<file path="config.mk">
export PLATFORM = sky130hd
export DESIGN_NAME = ct_l2cache_dirty_array_ctrl
export DESIGN_NICKNAME = d
export VERILOG_FILES = /design/src/rtl/ct_l2cache_dirty_array_ctrl_pkg.sv /design/src/rtl/ct_l2cache_dirty_array_ctrl_init.sv /design/src/rtl/ct_l2cache_dirty_array_ctrl.sv
export SDC_FILE = /design/constraint.sdc
export NUM_CORES = 1
export LEC_CHECK = 0
export ABC_CLOCK_PERIOD_IN_PS = 2700
export BUFFER_PORTS_ARGS = -buffer_cell sky130_fd_sc_hd__clkbuf_2
export CAP_MARGIN = 20
export CORE_AREA = 2 2 294 296
export DETAILED_ROUTE_END_ITERATION = 8
export DIE_AREA = 0 0 296 298
export RECOVER_POWER = 50
export SLEW_MARGIN = 20
export SYNTH_ARGS = -nofsm -noshare
export SYNTH_HDL_FRONTEND = slang
export SYNTH_SLANG_ARGS = --single-unit
</file>
<file path="constraint.sdc">
create_clock -name forever_cpuclk -period 2.7 [get_ports forever_cpuclk]
set_input_delay 0.675 -clock forever_cpuclk [delete_from_list [all_inputs] [get_ports forever_cpuclk]]
set_output_delay 0.675 -clock forever_cpuclk [all_outputs]
set_load 0.02 [all_outputs]
</file>
<file path="src/rtl/ct_l2cache_dirty_array_ctrl_pkg.sv">
`default_nettype none
// ============================================================================
// Module      : ct_l2cache_dirty_array_ctrl_pkg
// Description : Shared definitions for the L2 dirty/state array controller:
//               FSM state encoding, data-width derivation helper and the
//               default set-index width for each supported L2 size.
// Revision    : 1.0 - initial release
// ============================================================================
package ct_l2cache_dirty_array_ctrl_pkg;

    // Set-index width per L2 size (64 B lines, 16 ways).
    localparam int unsigned c_L2C_IDX_W_256K      = 8;
    localparam int unsigned c_L2C_IDX_W_512K      = 9;
    localparam int unsigned c_L2C_IDX_W_1M        = 10;
    localparam int unsigned c_L2C_TAG_INDEX_WIDTH = c_L2C_IDX_W_512K;

    // INIT sweeps the array to zero; RUN serves requests.
    typedef enum logic [0:0] {
        ST_INIT = 1'b0,
        ST_RUN  = 1'b1
    } dirty_state_e;

    // Total SRAM word width: one field of bits_per_way per way.
    function automatic int unsigned dirty_data_w(input int unsigned ways,
                                                 input int unsigned bits_per_way);
        return ways * bits_per_way;
    endfunction

endpackage
`default_nettype wire

</file>
<file path="src/rtl/ct_l2cache_dirty_array_ctrl_init.sv">
`default_nettype none
// ============================================================================
// Module      : ct_l2cache_dirty_init_ctrl
// Description : Clear-sweep sequencer. Walks every set index once after reset
//               or after a clear request, then signals the array is usable.
// Revision    : 1.0 - initial release
// ============================================================================
module ct_l2cache_dirty_init_ctrl
    import ct_l2cache_dirty_array_ctrl_pkg::*;
#(
    parameter int unsigned IDX_W = c_L2C_TAG_INDEX_WIDTH
) (
    input  logic             clk_i,
    input  logic             rst_ni,
    input  logic             clr_req_i,
    output logic             sweep_o,
    output logic [IDX_W-1:0] sweep_idx_o,
    output logic             init_done_o
);

    localparam logic [IDX_W-1:0] c_LAST_IDX = {IDX_W{1'b1}};

    dirty_state_e     state_q, state_d;
    logic [IDX_W-1:0] cnt_q, cnt_d;

    // State and sweep counter registers.
    always_ff @(posedge clk_i or negedge rst_ni) begin
        if (!rst_ni) begin
            state_q <= ST_INIT;
            cnt_q   <= '0;
        end else begin
            state_q <= state_d;
            cnt_q   <= cnt_d;
        end
    end

    // Next state: sweep one index per cycle; a clear in RUN restarts the sweep,
    // a clear during INIT is ignored so the sweep always runs to completion.
    always_comb begin
        state_d     = state_q;
        cnt_d       = cnt_q;
        sweep_o     = 1'b0;
        init_done_o = 1'b0;
        case (state_q)
            ST_INIT: begin
                sweep_o = 1'b1;
                cnt_d   = cnt_q + 1'b1;
                if (cnt_q == c_LAST_IDX) begin
                    state_d = ST_RUN;
                    cnt_d   = '0;
                end
            end
            ST_RUN: begin
                init_done_o = 1'b1;
                if (clr_req_i) begin
                    state_d = ST_INIT;
                    cnt_d   = '0;
                end
            end
            default: begin
                state_d = ST_INIT;
                cnt_d   = '0;
            end
        endcase
    end

    assign sweep_idx_o = cnt_q;

endmodule
`default_nettype wire

</file>
<file path="src/rtl/ct_l2cache_dirty_array_ctrl.sv">
`default_nettype none
// ============================================================================
// Module      : ct_l2cache_dirty_array_ctrl
// Description : L2 dirty/state array controller. Drives a single-port SRAM of
//               WAYS x BITS_PER_WAY bits per set: per-way masked writes,
//               valid/ready request port, hardware clear sweep.
//               Macro L2C_DIRTY_RD_FLOP_EN adds an output register stage on
//               the read path (latency 2 instead of 1, rd_data held).
// Revision    : 1.0 - initial release
// ============================================================================
module ct_l2cache_dirty_array_ctrl
    import ct_l2cache_dirty_array_ctrl_pkg::*;
#(
    parameter  int unsigned WAYS         = 16,
    parameter  int unsigned BITS_PER_WAY = 9,
    parameter  int unsigned IDX_W        = c_L2C_TAG_INDEX_WIDTH,
    localparam int unsigned DATA_W       = dirty_data_w(WAYS, BITS_PER_WAY)
) (
    input  logic              forever_cpuclk,
    input  logic              cpurst_b,
    input  logic              req_vld,
    output logic              req_rdy,
    input  logic              req_wr,
    input  logic [IDX_W-1:0]  req_idx,
    input  logic [WAYS-1:0]   req_way_mask,
    input  logic [DATA_W-1:0] req_din,
    input  logic              clr_req,
    output logic              init_done,
    output logic              rd_vld,
    output logic [DATA_W-1:0] rd_data,
    output logic              sram_cen,
    output logic              sram_gwen,
    output logic [IDX_W-1:0]  sram_idx,
    output logic [DATA_W-1:0] sram_din,
    output logic [DATA_W-1:0] sram_wen,
    input  logic [DATA_W-1:0] sram_dout
);

    logic              w_sweep;
    logic [IDX_W-1:0]  w_sweep_idx;
    logic              w_accept;
    logic              w_rd_acc;
    logic              w_wr_acc;
    logic [DATA_W-1:0] w_wen_mask;
    logic              rd_vld_q, rd_vld_d;

    ct_l2cache_dirty_init_ctrl #(
        .IDX_W (IDX_W)
    ) u_init_ctrl (
        .clk_i       (forever_cpuclk),
        .rst_ni      (cpurst_b),
        .clr_req_i   (clr_req),
        .sweep_o     (w_sweep),
        .sweep_idx_o (w_sweep_idx),
        .init_done_o (init_done)
    );

    // The cycle carrying a clear is not a request slot.
    assign req_rdy  = init_done & ~clr_req;
    assign w_accept = req_vld & req_rdy;
    assign w_rd_acc = w_accept & ~req_wr;
    // An all-zero way mask is accepted but never touches the SRAM.
    assign w_wr_acc = w_accept & req_wr & (|req_way_mask);

    // Expand the per-way mask into the active-low bit write enable.
    for (genvar w = 0; w < WAYS; w++) begin : g_wen
        assign w_wen_mask[w*BITS_PER_WAY +: BITS_PER_WAY] = {BITS_PER_WAY{~req_way_mask[w]}};
    end

    // SRAM pin mux: the sweep owns the port, otherwise the accepted request;
    // held idle while reset is asserted so the macro sees no stray access.
    always_comb begin
        sram_cen  = 1'b1;
        sram_gwen = 1'b1;
        sram_idx  = req_idx;
        sram_din  = '0;
        sram_wen  = '1;
        if (w_sweep && cpurst_b) begin
            sram_cen  = 1'b0;
            sram_gwen = 1'b0;
            sram_idx  = w_sweep_idx;
            sram_wen  = '0;
        end else if (w_rd_acc) begin
            sram_cen  = 1'b0;
        end else if (w_wr_acc) begin
            sram_cen  = 1'b0;
            sram_gwen = 1'b0;
            sram_din  = req_din;
            sram_wen  = w_wen_mask;
        end
    end

    assign rd_vld_d = w_rd_acc;

    // Track the read whose SRAM data appears on the next cycle.
    always_ff @(posedge forever_cpuclk or negedge cpurst_b) begin
        if (!cpurst_b) begin
            rd_vld_q <= 1'b0;
        end else begin
            rd_vld_q <= rd_vld_d;
        end
    end

`ifdef L2C_DIRTY_RD_FLOP_EN
    logic              rd_vld2_q;
    logic [DATA_W-1:0] rd_data_q, rd_data_d;

    assign rd_data_d = rd_vld_q ? sram_dout : rd_data_q;

    // Output register stage: capture SRAM Q, hold it until the next read.
    always_ff @(posedge forever_cpuclk or negedge cpurst_b) begin
        if (!cpurst_b) begin
            rd_vld2_q <= 1'b0;
            rd_data_q <= '0;
        end else begin
            rd_vld2_q <= rd_vld_q;
            rd_data_q <= rd_data_d;
        end
    end

    assign rd_vld  = rd_vld2_q;
    assign rd_data = rd_data_q;
`else
    assign rd_vld  = rd_vld_q;
    assign rd_data = sram_dout;
`endif

endmodule
`default_nettype wire

</file>
Word-level counts from Yosys, hierarchy flattened
Cells that the tools add are included.
{"block": "word_totals", "reg_bits": 11, "input_bits": 318, "out_inout_bits": 446, "elab_cells": 52}
{"block": "op_classes", "n_addsub": 1, "n_eq_ne": 2, "muxes": 20, "n_bitwise": 24, "reduce_logical": 2}
{"op": "$mux 144", "n": 6}
{"op": "$mux 9", "n": 3}
{"op": "$not 1->1", "n": 19}
{"op": "$pmux 9 s2", "n": 1}
{"op": "$reduce_or 16->1", "n": 1}
{"op": "$add 9x1->9 const B", "n": 1}
{"op": "$eq 9x9->1 const B", "n": 1}
{"op": "$mux 1", "n": 9}
{"op": "$and 1x1->1", "n": 5}
{"op": "$ne 2x2->1 const B", "n": 1}
{"op": "$pmux 1 s2", "n": 1}
{"op": "$logic_and 1x1->1", "n": 1}

Depth between registers and ports, before layout
Gate-level depths: netlist (run 1).
{"block": "depth", "depth_word": 8, "ltp_mapped": 8, "ltp_nobuf": 7}

Hierarchy
Synthesis (run 1) repeated with hierarchy kept, for this count alone.
{"block": "hier_totals", "hier_cells": 721, "hier_area_um2": 4383.0}
{"module": "ct_l2cache_dirty_array_ctrl", "n_inst": 1, "cells_each": 670, "area_per_inst_um2": 3878.7, "seq_area_each_um2": 25.0}
{"module": "ct_l2cache_dirty_init_ctrl", "n_inst": 1, "cells_each": 51, "area_per_inst_um2": 504.2, "seq_area_each_um2": 250.2}

Worst setup path after synthesis (run 1)
No wires, ideal clock.
{"block": "synth_path", "kind": "input to output", "start": "input cpurst_b", "end": "output sram_wen[100]", "arrival_ns": 2.238, "t_required_ns": 2.025, "path_slack_ns": -0.213, "stages": 6, "n_path_buf": 4, "path_cell_list": "nor2b_1 -> buf_2 -> buf_2 -> clkbuf_1 -> a21oi_1 -> buf_4"}
{"block": "synth_between", "elab_chain_len": 2}
{"element": "start, declared", "line": "ct_l2cache_dirty_array_ctrl.sv:20", "text": "input logic cpurst_b,"}
{"element": "$logic_and 1x1->1", "line": "ct_l2cache_dirty_array_ctrl.sv:78", "text": "if (w_sweep && cpurst_b) begin"}
{"element": "$mux 144", "line": "ct_l2cache_dirty_array_ctrl.sv:78"}
{"element": "end, declared", "line": "ct_l2cache_dirty_array_ctrl.sv:35", "text": "output logic [DATA_W-1:0] sram_wen,"}
No other way between the ends.

Final worst setup path (run 1)
{"block": "layout_path", "start": "input req_way_mask[1]", "end": "output sram_din[39]"}
{"block": "layout_between", "elab_chain_len": 5}
{"element": "start, declared", "line": "ct_l2cache_dirty_array_ctrl.sv:25", "text": "input logic [WAYS-1:0] req_way_mask,"}
{"element": "$reduce_or 16->1", "line": "ct_l2cache_dirty_array_ctrl.sv:63", "text": "assign w_wr_acc = w_accept & req_wr & (|req_way_mask);"}
{"element": "$and 1x1->1", "line": "ct_l2cache_dirty_array_ctrl.sv:63"}
{"element": "$mux 144", "line": "ct_l2cache_dirty_array_ctrl.sv:85", "text": "end else if (w_wr_acc) begin"}
{"element": "$mux 144", "line": "ct_l2cache_dirty_array_ctrl.sv:83", "text": "end else if (w_rd_acc) begin"}
{"element": "$mux 144", "line": "ct_l2cache_dirty_array_ctrl.sv:78"}
{"element": "end, declared", "line": "ct_l2cache_dirty_array_ctrl.sv:34", "text": "output logic [DATA_W-1:0] sram_din,"}
No other way between the ends.

==> impl_metrics.csv, run 1 <==
group,metric,value,unit
synth,yosysTopAreaCell,"buf_4",
place,pre_cts_slack,-0.7805,ns
floorplanning,core,0.08488,sq mm
synth,synth_nets,860,
finish,nets,1080,
route,avgRoutedWirePerCell,18.08,um
power,powerDensity,250.7,mW/mm^2
power,power.net_switching,0.8359,mW
global_routing,grt_pass1_wl,38.61,mm
power,clkPwrFrac,0.160,
sta,hold_slack,0.5185,ns
worst_setup_path,cp_max_fo,59,
floorplanning,rows,107,
synth,async_flop_share,1.000,
synth,synth.ff_latch_count,11,
sta,hold_viol_final,0,
synth,synth_edf_count,0,
clock_tree,worstSkewPairLatency,0.24,ns
power,seqPwrFrac,0.167,
route,drtIter0Drc,141,
clock_tree,cts_tree,"yes",
place,globalplace.congestion,0.7104,
sta,setup_violations,146,
synth,yosysTopAreaCellShare,0.5211,
finish,fill_cells,10030,
sta,finClkSkew,0.001055,ns
finish,final_layout_size_suffix_gt1_frac,0.7563,
clock_tree,path_clk_slew,0.04,ns
sta,tightest_slew,0.8577,ns
power,peakVddDrop,0.4578,mV
floorplanning,chipHeight,298,um
synth,synthTopCellsByCount,"buf_4, and3_1, a21oi_1, clkbuf_1",
clock_tree,cts_max_path_buffers,2,
global_routing,gr-total-overflow,0,
route,wl,34.48,mm
finish,syn_to_final_growth,70.46,%
floorplanning,start_util,0.04651,
outcome,violations,"setup timing",
synth,synth.most_common_cell,"buf_4",
clock_tree,cts_buffers,3,
synth,synth-seq-area-share,0.06973,
synth,syn_area,0.003948,sq mm
worst_setup_path,cp_common_cell,"buf_4",
route,first_pass_iters,5,
worst_setup_path,slowest_stage,"nor4_4",
synth,yosys_warnings,0,
route,ant_nets,0,
worst_hold_path,hold_path_class,"reg2reg",
synth,synth_flop_cell,"dfrtp_1",
worst_setup_path,r2r_slack,0.60,ns
synth,syn_inst,540,
synth,syn_avg_cell_area,7.310,sq um
route,drc,0,
route,num_vias,4585,
global_routing,antenna_found_initial,18,
route,avgViaCountPerCell,2.404,
sta,rsz0062_at_grt,"true",
worst_setup_path,reg2reg_depth,7,
place,hpwl,29.75,mm
worst_hold_path,holdPathEnd,"u_init_ctrl.sweep_idx_o[8]",
worst_setup_path,crit_chain,"clkbuf_2 > nor4_4 > buf_4 > nand4_1 > buf_4 > buf_12 > buf_6 > and3_1 > buf_2",
floorplanning,ioPinCount,764,
synth,post_synth_main_area_contributors,"buf_4, and3_1, dfrtp_1, mux2_2, a21oi_1",
power,swShare,0.4955,
power,p_leak,3.737,nW
place,numPortBuffers,475,
global_routing,grt_max_degree,84,
floorplanning,die_area,0.08821,sq mm
global_routing,grt_usage,0.06675,
sta,period_share,1.123,
sta,final.setup.tns,-29.03,ns
power,combPwrFrac,0.673,
worst_setup_path,cp.arrival,2.36,ns
power,p_int,0.8512,mW
clock_tree,htreeDepth,1,
global_routing,grt_pass1_vias,3980,
worst_hold_path,min_path_cells,2,
floorplanning,dieWidth,296,um
sta,fin_ws,-0.3315,ns
outcome,status,"finished, violations left",
worst_setup_path,path_class,"in2out",
sta,max_freq,329.9,MHz
clock_tree,cts_root_buf,"clkbuf_16",
worst_setup_path,slowest_delay,0.27,ns
worst_setup_path,rr_endpoint,"u_init_ctrl.sweep_idx_o[6]",
worst_setup_path,end_kind,"primary output",
worst_setup_path,rr_startpoint,"u_init_ctrl.sweep_idx_o[0]",
worst_setup_path,required,2.03,ns
sta,slew_violations,0,
worst_hold_path,holdCritStartpoint,"u_init_ctrl.sweep_idx_o[8]",
worst_setup_path,startpoint_type,"input port",
sta,slew_headroom,0.4282,
sta,min_period,3.032,ns
run,drv_cap,0,
clock_tree,clock-sinks,11,
synth,synth_cell_types,31,
critical path: cells and delay by family:
kind / cells / cell delay, ns
buffers and inverters: 6 / 1.02
and+or+nand+nor: 3 / 0.55
placed cells by master (no fill, tap or decap), types with 2 or more instances in the layout:
master,synthesis,layout
clkbuf_8,0,9
clkbuf_1,18,3
buf_8,0,8
nand3_1,3,3
a22o_1,2,2
buf_6,8,26
nor3_1,3,3
mux2_2,10,10
diode_2,0,4
nor4_1,4,2
nand2_1,6,6
ha_1,2,2
buf_16,0,2
a21oi_1,20,9
buf_12,0,10
clkbuf_2,0,383
buf_2,11,35
nor4_4,0,2
inv_1,2,2
and3_1,146,126
clkbuf_16,0,7
nor2b_4,1,2
buf_4,274,44
o21ai_0,4,4
and3_4,0,20
dfrtp_1,11,11
a21oi_2,0,10
clkbuf_4,0,3
registers in the layout, summed over array words and instances, names as in the netlist:
signal	count
rd_vld	1
u_init_ctrl.state_q	1
u_init_ctrl.sweep_idx_o	9
metal layers:
metal,vias up,GRT usage,routed length (um)
met2,528,0.1101,15290
met3,71,0.04140,5389
li1,1979,-,-
met1,2001,0.06931,12240
met4,6,0.02177,1519
met5,-,0,40
per-stage QoR:
step | utilization | cell area, sq um | total power [mW] | instances
global route | 0.07916 | 6719 | 1.785 | 1903
global placement | 0.06877 | 5837 | 1.366 | 1881
floorplan | - | 3948 | 1.377 | 540
CTS | 0.07284 | 6182 | 1.656 | 1889
finish | 0.07928 | 6729 | 1.687 | 1907
detailed placement | 0.06884 | 5843 | 1.364 | 1881
layout make-up:
type	count	area, sq um	area share
Inverter	2	7.507	0.001116
Timing Repair Buffer	526	3344	0.4970
Sequential cell	11	275.3	0.04091
Multi-Input combinational cell	216	1582	0.2350
Antenna cell	4	10.01	0.001488
Clock buffer	4	78.83	0.01171
Tap cell	1144	1431	0.2127
how the worst max path moves through the flow:
stage,slack (ns),endpoint,cells after the start,from
after floorplan,-0.21,sram_wen[100],6,cpurst_b
after global routing,-0.41,sram_din[9],8,req_way_mask[5]
after detailed placement,-0.78,sram_din[39],7,req_way_mask[4]
after CTS,-0.39,sram_din[39],8,req_way_mask[2]
after global placement,-1.25,sram_din[39],7,req_way_mask[4]
final,-0.33,sram_din[39],9,req_way_mask[1]
power by group through the flow:
stage	clock (mW)	combinational, mW	sequential (mW)
5_1_grt	0.285	1.21	0.288
4_1_cts	0.272	1.10	0.281
6_report	0.270	1.14	0.281
3_3_place_gp	0	1.08	0.283
2_1_floorplan	0	1.12	0.259
3_5_place_dp	0	1.08	0.283
cells by family after synthesis:
kind of cell / Yosys count / share of synthesized area
AO/OA/AOI/OAI: 32 / 0.04723
adder cells (fa/ha/maj): 2 / 0.006338
flip-flops: 11 / 0.06973
buffers and inverters: 313 / 0.5769
multiplexers: 10 / 0.02853
AND/OR/NAND/NOR: 171 / 0.2691
XOR/XNOR: 1 / 0.002219
timing repair:
| item | 4_1_cts | 5_1_grt |
|---|---|---|
| endpoints found under the setup margin | 254 | 236 |
| gates resized for setup | 48 | 172 |
| hold buffers | 0 | 0 |
| gates cloned | 2 | 7 |
| buffers inserted | 2 | 7 |
| pin swaps | 4 | 7 |
Note: power is estimated with default switching activity, not from simulation.
==> inputs of run 2 (changes only) <==
==> constraint.sdc (replaced) <==
create_clock -name forever_cpuclk -period 2.7 [get_ports forever_cpuclk]
set_input_delay 0.135 -clock forever_cpuclk [delete_from_list [all_inputs] [get_ports forever_cpuclk]]
set_output_delay 0.135 -clock forever_cpuclk [all_outputs]
set_load 0.02 [all_outputs]
==> impl_metrics.csv, run 2 (synthesized netlist as in run 1, its figures left out) <==
group,metric,value,unit
sta,hold_viol_final,0,
clock_tree,htreeDepth,1,
sta,period_share,0.9704,
clock_tree,cts_max_path_buffers,2,
global_routing,gr-total-overflow,0,
global_routing,antenna_found_initial,31,
floorplanning,die_area,0.08821,sq mm
floorplanning,rows,107,
worst_setup_path,slowest_delay,0.84,ns
sta,setup_violations,0,
finish,nets,1048,
finish,instances_no_fill,1880,
worst_setup_path,required,2.57,ns
sta,finClkSkew,0.002310,ns
worst_setup_path,r2r_slack,0.62,ns
power,power,1.576,mW
finish,final_layout_size_suffix_gt1_frac,0.6162,
sta,slew_violations,0,
route,drtIter0Drc,164,
route,num_vias,4375,
worst_setup_path,end_kind,"primary output",
sta,rsz0062_at_grt,"false",
run,drv_cap,0,
sta,min_period,2.620,ns
sta,max_freq,381.7,MHz
place,pre_cts_slack,0.2071,ns
outcome,status,"finished, final reports clean",
power,peakVddDrop,0.4893,mV
sta,tightest_slew,1.071,ns
worst_setup_path,path_class,"reg2out",
place,hpwl,29.82,mm
sta,slew_headroom,0.2861,
worst_setup_path,crit_family,"compound AO/OA/AOI/OAI gates",
place,dp.cells,1864,
global_routing,grt_pass1_vias,3861,
worst_setup_path,cp_max_fo,12,
route,avgRoutedWirePerCell,17.46,um
global_routing,grt_max_degree,82,
power,clkPwrFrac,0.173,
floorplanning,dieWidth,296,um
power,power.net_switching,0.8058,mW
place,numPortBuffers,475,
clock_tree,worstSkewPairLatency,0.24,ns
power,seqPwrFrac,0.183,
place,dpl_cell_area,0.005672,sq mm
power,combPwrFrac,0.644,
power,p_int,0.7704,mW
power,swShare,0.5112,
finish,syn_to_final_growth,45.04,%
worst_setup_path,crit_chain,"nor2b_4 > and3_4 > buf_4 > a21oi_1 > clkbuf_2",
route,wl,32.83,mm
route,avgViaCountPerCell,2.327,
floorplanning,start_util,0.04651,
floorplanning,chipHeight,298,um
worst_setup_path,cp.arrival,2.49,ns
floorplanning,core,0.08488,sq mm
power,powerDensity,275.3,mW/mm^2
finish,final_design_area_no_fill,0.005725,sq mm
route,first_pass_iters,4,
sta,fin_ws,0.07999,ns
clock_tree,cts_tree,"yes",
floorplanning,ioPinCount,764,
global_routing,grt_usage,0.06695,
clock_tree,path_clk_slew,0.04,ns
worst_hold_path,hold_path_class,"in2reg",
worst_setup_path,slowest_stage,"a21oi_1",
sta,hold_slack,0.1757,ns
worst_setup_path,startpoint_type,"register",
finish,largest_register_ffs,9,
finish,layout_common_cells,"clkbuf_2, and3_1, clkbuf_1",
place,globalplace.congestion,0.7026,
finish,layout.cells.most_common,"clkbuf_2",
power,p_leak,3.192,nW
global_routing,grt_pass1_wl,38.27,mm
worst_setup_path,cp.buffers_inverters,2,
clock_tree,clock-sinks,11,
clock_tree,cts_buffers,3,
sta,final.setup.tns,0,ns
route,drc,0,
clock_tree,cts_root_buf,"clkbuf_16",
route,ant_nets,0,
finish,fin_util,0.06745,
-- run 2: cell types whose count changed in the layout (fill, tap and decap cells not counted), moves of 9 or more --
cell,change
clkbuf_8,-9
buf_6,-25
clkbuf_2,+27
and3_4,-19
buf_2,-35
and3_1,+19
buf_4,-31
clkbuf_1,+63
a21oi_1,+9
-- run 2: power groups by stage --
stage	clock, mW	sequential (mW)	combinational [mW]
2_1_floorplan	0	0.259	1.12
3_3_place_gp	0	0.288	1.05
3_5_place_dp	0	0.291	1.05
4_1_cts	0.279	0.288	1.05
5_1_grt	0.283	0.298	1.09
6_report	0.273	0.289	1.01
-- run 2: routing by layer --
metal  GRT usage  routed length (um)  part of all wire  up-vias
met5           0                  46            0.0014        -
met4     0.01792                 921             0.028        8
li1            -                   -                 -     1914
met1     0.06611               11660              0.36     1873
met2      0.1114               14500              0.44      525
met3     0.04834                5708              0.17       55
-- run 2: path summary, 6_finish.rpt --
check                                            from                          to  cells after the start
setup / recovery                  u_init_ctrl.state_q                sram_wen[34]                      5
hold / removal                                clr_req         u_init_ctrl.state_q                      2
setup reg to reg           u_init_ctrl.sweep_idx_o[0]  u_init_ctrl.sweep_idx_o[0]                      7
hold reg to reg            u_init_ctrl.sweep_idx_o[8]  u_init_ctrl.sweep_idx_o[8]                      2
max in group asynchronous                    cpurst_b  u_init_ctrl.sweep_idx_o[8]                      2
min in group asynchronous                    cpurst_b  u_init_ctrl.sweep_idx_o[1]                      2
-- run 2: cell type report --
class / count / area [sq um]
Inverter: 2 / 7.507
Clock buffer: 4 / 78.83
Sequential cell: 11 / 275.3
Tap cell: 1144 / 1431
Antenna cell: 9 / 22.52
Fill cell: 10180 / 79150
Multi-Input combinational cell: 216 / 1415
Timing Repair Buffer: 494 / 2495
-- run 2: worst reg2reg max path, stage by stage, from the launching register on --
cell      delay (ns)
dfrtp_1         0.45
ha_1            0.23
nand3_1         0.17
nor3_1          0.22
ha_1            0.25
nor2_1          0.07
clkbuf_1        0.24
mux2_2          0.32
-- run 2: repair_timing --
item / CTS / global route
hold endpoints to repair: 11 / 0
endpoints found under the setup margin: 9 / 71
buffers inserted: 0 / 2
gates cloned: 0 / 0
resized for setup: 1 / 2
hold buffers: 1 / 0
pin swaps: 0 / 1
==> inputs of run 3 (changes only) <==
--- a/config.mk
+++ b/config.mk
@@ -8,9 +8,10 @@
 export ABC_CLOCK_PERIOD_IN_PS = 2700
 export BUFFER_PORTS_ARGS = -buffer_cell sky130_fd_sc_hd__clkbuf_2
 export CAP_MARGIN = 20
-export CORE_AREA = 2 2 294 296
+export CORE_AREA = 2 2 300 302
+export CTS_BUF_LIST = sky130_fd_sc_hd__clkbuf_4
 export DETAILED_ROUTE_END_ITERATION = 8
-export DIE_AREA = 0 0 296 298
+export DIE_AREA = 0 0 302 304
 export RECOVER_POWER = 50
 export SLEW_MARGIN = 20
 export SYNTH_ARGS = -nofsm -noshare
==> impl_metrics.csv, run 3 (synthesized netlist as in run 1, its figures left out) <==
group,metric,value,unit
floorplanning,rows,110,
run,drv_cap,0,
finish,final_design_area_no_fill,0.005664,sq mm
place,dpl_cell_area,0.005665,sq mm
power,peakVddDrop,0.3219,mV
global_routing,grt_pass1_wl,38.60,mm
place,globalplace.congestion,0.7922,
clock_tree,htreeDepth,1,
power,power,1.423,mW
sta,finClkSkew,0.007090,ns
route,drtIter0Drc,132,
floorplanning,ioPinCount,764,
floorplanning,dieWidth,302,um
power,p_leak,3.180,nW
power,swShare,0.5678,
worst_hold_path,holdPathEnd,"u_init_ctrl.state_q",
worst_setup_path,required,2.57,ns
route,num_vias,4396,
floorplanning,chipHeight,304,um
worst_hold_path,holdCritStartpoint,"clr_req",
worst_setup_path,end_kind,"primary output",
global_routing,antenna_found_initial,21,
sta,setup_violations,0,
power,p_int,0.6152,mW
place,pre_cts_slack,0.2876,ns
worst_setup_path,startpoint_type,"register",
floorplanning,start_util,0.04433,
global_routing,gr-total-overflow,0,
worst_setup_path,path_class,"reg2out",
clock_tree,cts_buffers,3,
floorplanning,die_area,0.09181,sq mm
finish,fin_util,0.06361,
global_routing,grt_usage,0.06450,
route,ant_nets,0,
place,dp.cells,1893,
sta,fin_ws,0.1951,ns
clock_tree,cts_root_buf,"clkbuf_4",
worst_setup_path,r2r_slack,0.59,ns
place,hpwl,29.33,mm
sta,max_freq,399.2,MHz
finish,nets,1046,
worst_setup_path,cp_max_fo,9,
sta,hold_viol_final,0,
clock_tree,cts_tree,"yes",
worst_hold_path,min_path_cells,2,
worst_setup_path,reg2reg_depth,7,
sta,period_share,0.9277,
clock_tree,path_clk_slew,0.08,ns
sta,tightest_slew,1.085,ns
power,powerDensity,251.3,mW/mm^2
power,seqPwrFrac,0.204,
global_routing,grt_max_degree,147,
power,power.net_switching,0.8082,mW
worst_setup_path,rr_endpoint,"u_init_ctrl.sweep_idx_o[6]",
place,numPortBuffers,475,
worst_setup_path,cp.arrival,2.37,ns
route,wl,32.73,mm
finish,final_layout_size_suffix_gt1_frac,0.6179,
route,drc,0,
finish,layout.cells.most_common,"clkbuf_2",
clock_tree,worstSkewPairLatency,0.29,ns
power,clkPwrFrac,0.085,
route,first_pass_iters,6,
clock_tree,cts_max_path_buffers,2,
finish,layout_common_cells,"clkbuf_2, and3_1, clkbuf_1",
route,avgRoutedWirePerCell,17.16,um
worst_setup_path,rr_startpoint,"u_init_ctrl.sweep_idx_o[0]",
sta,min_period,2.505,ns
sta,slew_headroom,0.2768,
global_routing,grt_pass1_vias,3796,
finish,largest_register_ffs,9,
route,avgViaCountPerCell,2.305,
sta,final.setup.tns,0,ns
sta,hold_slack,0.07125,ns
sta,slew_violations,0,
power,combPwrFrac,0.711,
finish,instances_no_fill,1907,
floorplanning,core,0.08905,sq mm
finish,syn_to_final_growth,43.49,%
outcome,status,"finished, final reports clean",
worst_hold_path,hold_path_class,"in2reg",
clock_tree,clock-sinks,11,
sta,rsz0062_at_grt,"false",
-- run 3: cell count changes in the layout (fill, tap and decap cells not counted) --
cell / delta
mux2_2: -4
clkinv_2: +1
clkbuf_16: -3
clkbuf_1: -6
buf_12: -2
clkbuf_2: +7
clkbuf_4: +3
mux2_1: +4
diode_2: -3
buf_4: -1
buf_6: -1
-- run 3: worst max path at each step --
stage                                   start             to  slack (ns)
final                     u_init_ctrl.state_q   sram_wen[27]        0.20
after global placement    u_init_ctrl.state_q    sram_wen[9]        0.29
after detailed placement  u_init_ctrl.state_q   sram_wen[71]        0.29
after global routing      u_init_ctrl.state_q   sram_wen[28]        0.07
after CTS                 u_init_ctrl.state_q   sram_wen[27]        0.13
after floorplan           u_init_ctrl.state_q  sram_wen[100]        0.37
-- run 3: layer usage --
metal  wire (um)  vias up  part of all wire  global-route usage
li1            -     1910                 -                   -
met1       10720     1866              0.33             0.06128
met2       14250      511              0.44              0.1051
met3        6233       89              0.19             0.04919
met4        1393       20             0.043             0.02418
met5         133        -            0.0041                   0
-- run 3: worst max-delay path, stage by stage (launching register included) --
cell and delay (ns):
dfrtp_1 0.48, nor2b_4 0.20, and3_4 0.22, a21oi_1 0.85, clkbuf_2 0.32
-- run 3: layout make-up --
cell class              count  area, sq um
flip-flops and latches     11        275.3
diodes                      6        15.01
well taps                1176         1471
repair buffers            492         2452
multi-input cells         216         1415
clock inverters             1        5.005
clock buffers               3        22.52
fillers                 10580        83380
inverters                   2        7.507
-- run 3: what timing repair did --
action | 4_1_cts | 5_1_grt
endpoints found under the setup margin | 1 | 34
hold endpoints to repair | 11 | 0
gates resized for setup | 1 | 0
buffers inserted | 0 | 3
pin swaps | 0 | 0
hold buffers | 1 | 0
-- run 3: power groups by stage --
stage | registers [mW] | clock network [mW] | logic [mW]
6_report | 0.291 | 0.120 | 1.01
5_1_grt | 0.297 | 0.126 | 1.08
4_1_cts | 0.286 | 0.121 | 1.04
3_5_place_dp | 0.290 | 0 | 1.04
3_3_place_gp | 0.287 | 0 | 1.03
2_1_floorplan | 0.259 | 0 | 1.12
